File: src/rtl/l2_write_buffer.sv
// Posted-write line buffer between L2 and main memory, with read forwarding from pending writes.
// Optional feature macro L2WB_COALESCE_EN: writes to an already-buffered line update it in place.
module l2_write_buffer #(
  parameter int DEPTH  = 4,
  parameter int ADDR_W = 32,
  parameter int LINE_W = 128
) (
  input  logic                       clk_i,
  input  logic                       rst_i,
  input  logic                       l2_valid_i,
  input  logic                       l2_rw_i,
  input  logic [ADDR_W-1:0]          l2_addr_i,
  input  logic [LINE_W-1:0]          l2_data_i,
  output logic                       l2_ready_o,
  output logic [LINE_W-1:0]          l2_data_o,
  output logic                       mem_valid_o,
  output logic                       mem_rw_o,
  output logic [ADDR_W-1:0]          mem_addr_o,
  output logic [LINE_W-1:0]          mem_data_o,
  input  logic                       mem_ready_i,
  input  logic [LINE_W-1:0]          mem_data_i,
  output logic                       full_o,
  output logic [$clog2(DEPTH+1)-1:0] count_o
);
  localparam int PW = $clog2(DEPTH);
  localparam int CW = $clog2(DEPTH+1);

  typedef enum logic [1:0] {
    S_IDLE  = 2'd0,
    S_DRAIN = 2'd1,
    S_READ  = 2'd2,
    S_RESP  = 2'd3
  } state_t;

  state_t            r_state, w_state_nxt;
  logic [DEPTH-1:0]  r_vld;
  logic [ADDR_W-1:0] r_addr [DEPTH];
  logic [LINE_W-1:0] r_data [DEPTH];
  logic [PW-1:0]     r_head, r_tail;
  logic [CW-1:0]     r_count, w_count_nxt;
  logic              r_full, r_rd_pend, r_l2_ready;
  logic [ADDR_W-1:0] r_rd_addr;
  logic [LINE_W-1:0] r_l2_data;

  logic              w_busy, w_sample, w_pop, w_push, w_coal_wr;
  logic              w_rd_hit, w_rd_miss, w_ack, w_hit;
  logic [PW-1:0]     w_hit_idx, w_idx;

  // Youngest valid entry matching the request address (scan oldest to youngest)
  always_comb begin
    w_hit     = 1'b0;
    w_hit_idx = '0;
    w_idx     = '0;
    for (int i = 0; i < DEPTH; i++) begin
      w_idx = r_head + PW'(i);
      if (r_vld[w_idx] && (r_addr[w_idx] == l2_addr_i)) begin
        w_hit     = 1'b1;
        w_hit_idx = w_idx;
      end else begin
        w_hit     = w_hit;
      end
    end
  end

`ifdef L2WB_COALESCE_EN
  logic          w_coal_hit;
  logic [PW-1:0] w_coal_idx, w_cidx;

  // Coalescing target: youngest match other than the head line being drained
  always_comb begin
    w_coal_hit = 1'b0;
    w_coal_idx = '0;
    w_cidx     = '0;
    for (int i = 0; i < DEPTH; i++) begin
      w_cidx = r_head + PW'(i);
      if (r_vld[w_cidx] && (r_addr[w_cidx] == l2_addr_i) &&
          !((r_state == S_DRAIN) && (w_cidx == r_head))) begin
        w_coal_hit = 1'b1;
        w_coal_idx = w_cidx;
      end else begin
        w_coal_hit = w_coal_hit;
      end
    end
  end

  assign w_coal_wr = w_sample && l2_rw_i && w_coal_hit;
`else
  assign w_coal_wr = 1'b0;
`endif

  // A latched miss blocks new requests until its response pulse
  assign w_busy      = r_rd_pend || (r_state == S_READ);
  assign w_sample    = l2_valid_i && !r_l2_ready && !w_busy;
  assign w_pop       = (r_state == S_DRAIN) && mem_ready_i;
  assign w_push      = w_sample && l2_rw_i && !w_coal_wr && ((r_count != CW'(DEPTH)) || w_pop);
  assign w_rd_hit    = w_sample && !l2_rw_i && w_hit;
  assign w_rd_miss   = w_sample && !l2_rw_i && !w_hit;
  assign w_ack       = w_push || w_coal_wr || w_rd_hit || ((r_state == S_READ) && mem_ready_i);
  assign w_count_nxt = r_count + CW'(w_push) - CW'(w_pop);

  // Memory-port next state: reads win over drains, drains are never cut short
  always_comb begin
    w_state_nxt = r_state;
    case (r_state)
      S_IDLE: begin
        if (r_rd_pend || w_rd_miss)  w_state_nxt = S_READ;
        else if (r_count != '0)      w_state_nxt = S_DRAIN;
        else                         w_state_nxt = S_IDLE;
      end
      S_DRAIN: begin
        if (w_pop) w_state_nxt = (r_rd_pend || w_rd_miss) ? S_READ : S_IDLE;
        else       w_state_nxt = S_DRAIN;
      end
      S_READ:  w_state_nxt = mem_ready_i ? S_RESP : S_READ;
      S_RESP:  w_state_nxt = S_IDLE;
      default: w_state_nxt = S_IDLE;
    endcase
  end

  // FIFO storage and occupancy; pop precedes push so a full push/pop reuses the head slot
  always_ff @(posedge clk_i or posedge rst_i) begin
    if (rst_i) begin
      r_vld   <= '0;
      r_head  <= '0;
      r_tail  <= '0;
      r_count <= '0;
      r_full  <= 1'b0;
      for (int i = 0; i < DEPTH; i++) begin
        r_addr[i] <= '0;
        r_data[i] <= '0;
      end
    end else begin
      if (w_pop) begin
        r_vld[r_head] <= 1'b0;
        r_head        <= r_head + PW'(1);
      end
      if (w_push) begin
        r_vld[r_tail]  <= 1'b1;
        r_addr[r_tail] <= l2_addr_i;
        r_data[r_tail] <= l2_data_i;
        r_tail         <= r_tail + PW'(1);
      end
`ifdef L2WB_COALESCE_EN
      if (w_coal_wr) r_data[w_coal_idx] <= l2_data_i;
`endif
      r_count <= w_count_nxt;
      r_full  <= (w_count_nxt == CW'(DEPTH));
    end
  end

  // Port state, pending miss and L2 response registers
  always_ff @(posedge clk_i or posedge rst_i) begin
    if (rst_i) begin
      r_state    <= S_IDLE;
      r_rd_pend  <= 1'b0;
      r_rd_addr  <= '0;
      r_l2_ready <= 1'b0;
      r_l2_data  <= '0;
    end else begin
      r_state    <= w_state_nxt;
      r_l2_ready <= w_ack;
      if (w_rd_miss) r_rd_addr <= l2_addr_i;
      if (w_state_nxt == S_READ) r_rd_pend <= 1'b0;
      else if (w_rd_miss)        r_rd_pend <= 1'b1;
      if (w_rd_hit)                                r_l2_data <= r_data[w_hit_idx];
      else if ((r_state == S_READ) && mem_ready_i) r_l2_data <= mem_data_i;
    end
  end

  assign mem_valid_o = (r_state == S_DRAIN) || (r_state == S_READ);
  assign mem_rw_o    = (r_state == S_DRAIN);
  assign mem_addr_o  = (r_state == S_DRAIN) ? r_addr[r_head] :
                       (r_state == S_READ)  ? r_rd_addr : '0;
  assign mem_data_o  = (r_state == S_DRAIN) ? r_data[r_head] : '0;
  assign l2_ready_o  = r_l2_ready;
  assign l2_data_o   = r_l2_data;
  assign full_o      = r_full;
  assign count_o     = r_count;
endmodule
File: config.mk
export PLATFORM = sky130hd
export DESIGN_NAME = l2_write_buffer
export DESIGN_NICKNAME = d
export VERILOG_FILES = /design/src/rtl/l2_write_buffer.sv
export SDC_FILE = /design/constraint.sdc
export NUM_CORES = 2
export LEC_CHECK = 0
export CAP_MARGIN = 30
export CORE_MARGIN = 3
export CORE_UTILIZATION = 40
export CTS_CLUSTER_DIAMETER = 120
export DETAILED_ROUTE_END_ITERATION = 7
export PLACE_DENSITY = 0.58
export SKIP_CTS_REPAIR_TIMING = 1
export SKIP_LAST_GASP = 1
export SYNTH_ARGS = -nofsm -noshare
export SYNTH_HDL_FRONTEND = slang
export SYNTH_SLANG_ARGS = --single-unit
File: constraint.sdc
create_clock -name clk_i -period 54.4 [get_ports clk_i]
set_clock_uncertainty 0.2 [all_clocks]
set_input_delay 10.88 -clock clk_i [delete_from_list [all_inputs] [get_ports clk_i]]
set_output_delay 10.88 -clock clk_i [all_outputs]
set_load 0.005 [all_outputs]
==> reports/qor.txt <==
status - complete, no violations
die height - 348 µm
Post-DRT Antenna Nets - 0
pwr/cell area - 64.9 nW/µm²
post-route cell area - 57,200 µm²
period utilization - 30.8%
Top FF cell, synth - dfrtp_1
R2R cell count - 19
Hold Violations, Final - 0
WP data arrival - 17,100 ps
die area - 121,000 µm²
Min-Delay Endpoint - r_vld[3]$_DFF_PP0_
Distinct cells, synth - 75
Crit. End Element - register
CP Launch Type - input pin
Tmin final - 16,740 ps
clock latency on the worst-skew pair - 700 ps
count of pins over their slew limit - 0
first-pass GRT wire length - 246,000 µm
Post-Synthesis Net Count - 4,233
DRT Wirelength - 165,000 µm
Hold Crit Class - register to register
worst vdd ir - 0.0335 mV
CP startpoint - l2_addr_i[15]
initial antenna violation count - 29
measured slew at the worst slew-check pin - 1130 ps
clock slew at reported path FFs - 60 ps
clk root buf - clkbuf_16
via count - 35,800
Core ar. - 115,000 µm²
Required @ worst endpoint - 54,760 ps
final hold slack - 287 ps
relative max-transition margin - 24.7%
GRT Overall Usage - 26.7%
worst-path fanout max - 64
area grow syn2layout - 22.3%
FF-to-FF Start - r_head[0]$_DFFE_PP0P_
Post-synth EDFFs - 0
Cell Area, Synth - 46,800 µm²
largest net degree at the start of global routing - 163
DRC Markers - 0
MaxCap Viol Count - 0
Syn. warnings - 0
final worst slack - 37,660 ps
initial cell density of the core - 40.6%
drt wl/cell - 27.8 µm
synthesized instance count - 3,927
Cells after DPL - 5,728
sequential area share after synthesis - 43.7%
post-route setup TNS - 0 ps
Starting DRT DRC Count - 2,802
Crit Path Category - input pin to register
Num CTS Buffers - 96
layout cell share with drive strength beyond 1 - 25.8%
Leak - 23.5 nW
RSZ-0062 raised after global routing - no
Vias per Instance - 6.04
Final Setup Violations - 0
die width - 348 µm
HP Start - r_vld[3]$_DFF_PP0_
H-tree Lvls - 3
routability cong. - 0.872
clock sinks - 816
I/O pin cnt - 588
R2R Path End - l2_data_o[107]$_DFFE_PP0P_
port bufs - 587
achievable frequency - 0.0597 GHz
nets@finish - 4,624
R2R setup slack - 45,150 ps
Post-synth ARST share - 100%
grt ovf - 0
pre-CTS WS - 36,460 ps
Post-Layout Cell Count - 5,925
Avg Cell Area, Syn - 11.9 µm²
vias in the first global route - 36,600
drt pass-1 iters - 5
Hold Crit Depth - 2
row count - 124
Final HPWL DP - 101,000 µm
DP Area - 53,700 µm²
CTS tree - yes
register bit total from synthesis - 816
CTS Buffer Depth - 3
## per-stage QoR
stage,total power [mW],util [%]
after floorplan,2.34,-
after global placement,3.00,46.4
after detailed placement,3.02,46.6
after CTS,3.72,49.5
after global routing,3.92,49.6
final,3.71,49.7
## flip-flops by register name, indices dropped and copies added (netlist names), 2 cells and up
name,count
r_data,512
l2_data_o,128
r_addr,128
r_rd_addr,32
r_vld,4
count_o,3
r_head,2
r_state,2
r_tail,2
## cell usage in the layout (no fill, tap or decap), types with 101 or more instances in the layout
master,count
nor2_1,233
clkdlybuf4s50_1,586
mux2i_1,148
o22ai_1,101
nand2_1,117
mux4_2,229
xnor2_1,107
o21ai_0,103
a31oi_1,102
dfrtp_1,814
and2_1,132
mux2_2,645
## worst max-delay path, cell delays in order
cell             delay (ps)
clkdlybuf4s50_1         660
clkinv_1                290
xnor2_1                 220
a221oi_1                310
a2111oi_1               120
and4_1                  250
buf_4                   280
a2111oi_2               530
nand2b_4                400
buf_4                   190
buf_16                  240
o21bai_4                440
buf_4                   830
buf_4                   780
a21oi_1                  70
or3_1                   380
## kinds of logic after synthesis
kind of cell	after synthesis	synth area share (%)
AND/OR/NAND/NOR	759	8.24
flip-flops	816	43.7
XOR/XNOR	134	2.51
multiplexers	1022	29.7
buffers and inverters	420	4.02
adder cells (fa/ha/maj)	13	0.364
AO/OA/AOI/OAI	763	11.5
## cells in the mapped netlist (all sizes together) (10+ instances only)
cell     count  area (µm²)
dfrtp      816       20400
mux2       645        7260
clkbuf     247         931
nor2       233         875
mux4       229        5160
mux2i      148        1480
o21ai      138         691
and2       134         838
nand2      123         462
buf        117         738
xnor2      107         937
a31oi      102         638
o22ai      102         644
and3       101         632
o31a        97         850
o22a        83         727
a21oi       75         375
inv         52         195
o2bb2ai     35         307
a22oi       32         240
nor2b       32         200
nor3        32         160
or3         31         194
a22o        30         263
xor2        27         236
nand4       26         163
nand3       18        90.1
o31ai       17         133
ha          12         150
nand2b      10        70.1
## worst max-delay path by stage
stage,endpoint,cells past startpoint
finish,l2_data_o[107]$_DFFE_PP0P_,16
global route,l2_data_o[106]$_DFFE_PP0P_,16
CTS,l2_data_o[107]$_DFFE_PP0P_,15
detailed placement,l2_data_o[107]$_DFFE_PP0P_,15
global placement,l2_data_o[103]$_DFFE_PP0P_,15
floorplan,count_o[0]$_DFF_PP0_,1
## power breakdown
group / switching, mW / leakage [nW] / internal (mW) / total [mW]
Sequential: 0.290 / 9.99 / 0.903 / 1.19
Combinational: 0.814 / 11.8 / 1.01 / 1.83
Clock: 0.281 / 1.63 / 0.407 / 0.688
## area by class of cell
type                    instances  area [µm²]
flip-flops and latches        816       20400
fillers                     10400       58000
diodes                         19        47.5
inverters                      56         218
clock inverters                36         569
well taps                    1512        1890
multi-input cells            2691       24600
clock buffers                 138        2760
repair buffers                657        6660
## metal layers
| layer | wire length, µm | share of wire [%] | GRT usage (%) |
|---|---|---|---|
| met3 | 11100 | 6.7 | 5.79 |
| met4 | 5210 | 3.2 | 8.73 |
| met2 | 77800 | 47 | 42.8 |
| met1 | 70600 | 43 | 36.1 |
| met5 | 134 | 0.081 | 0 |
No activity file was read; power rests on OpenSTA's default activity.
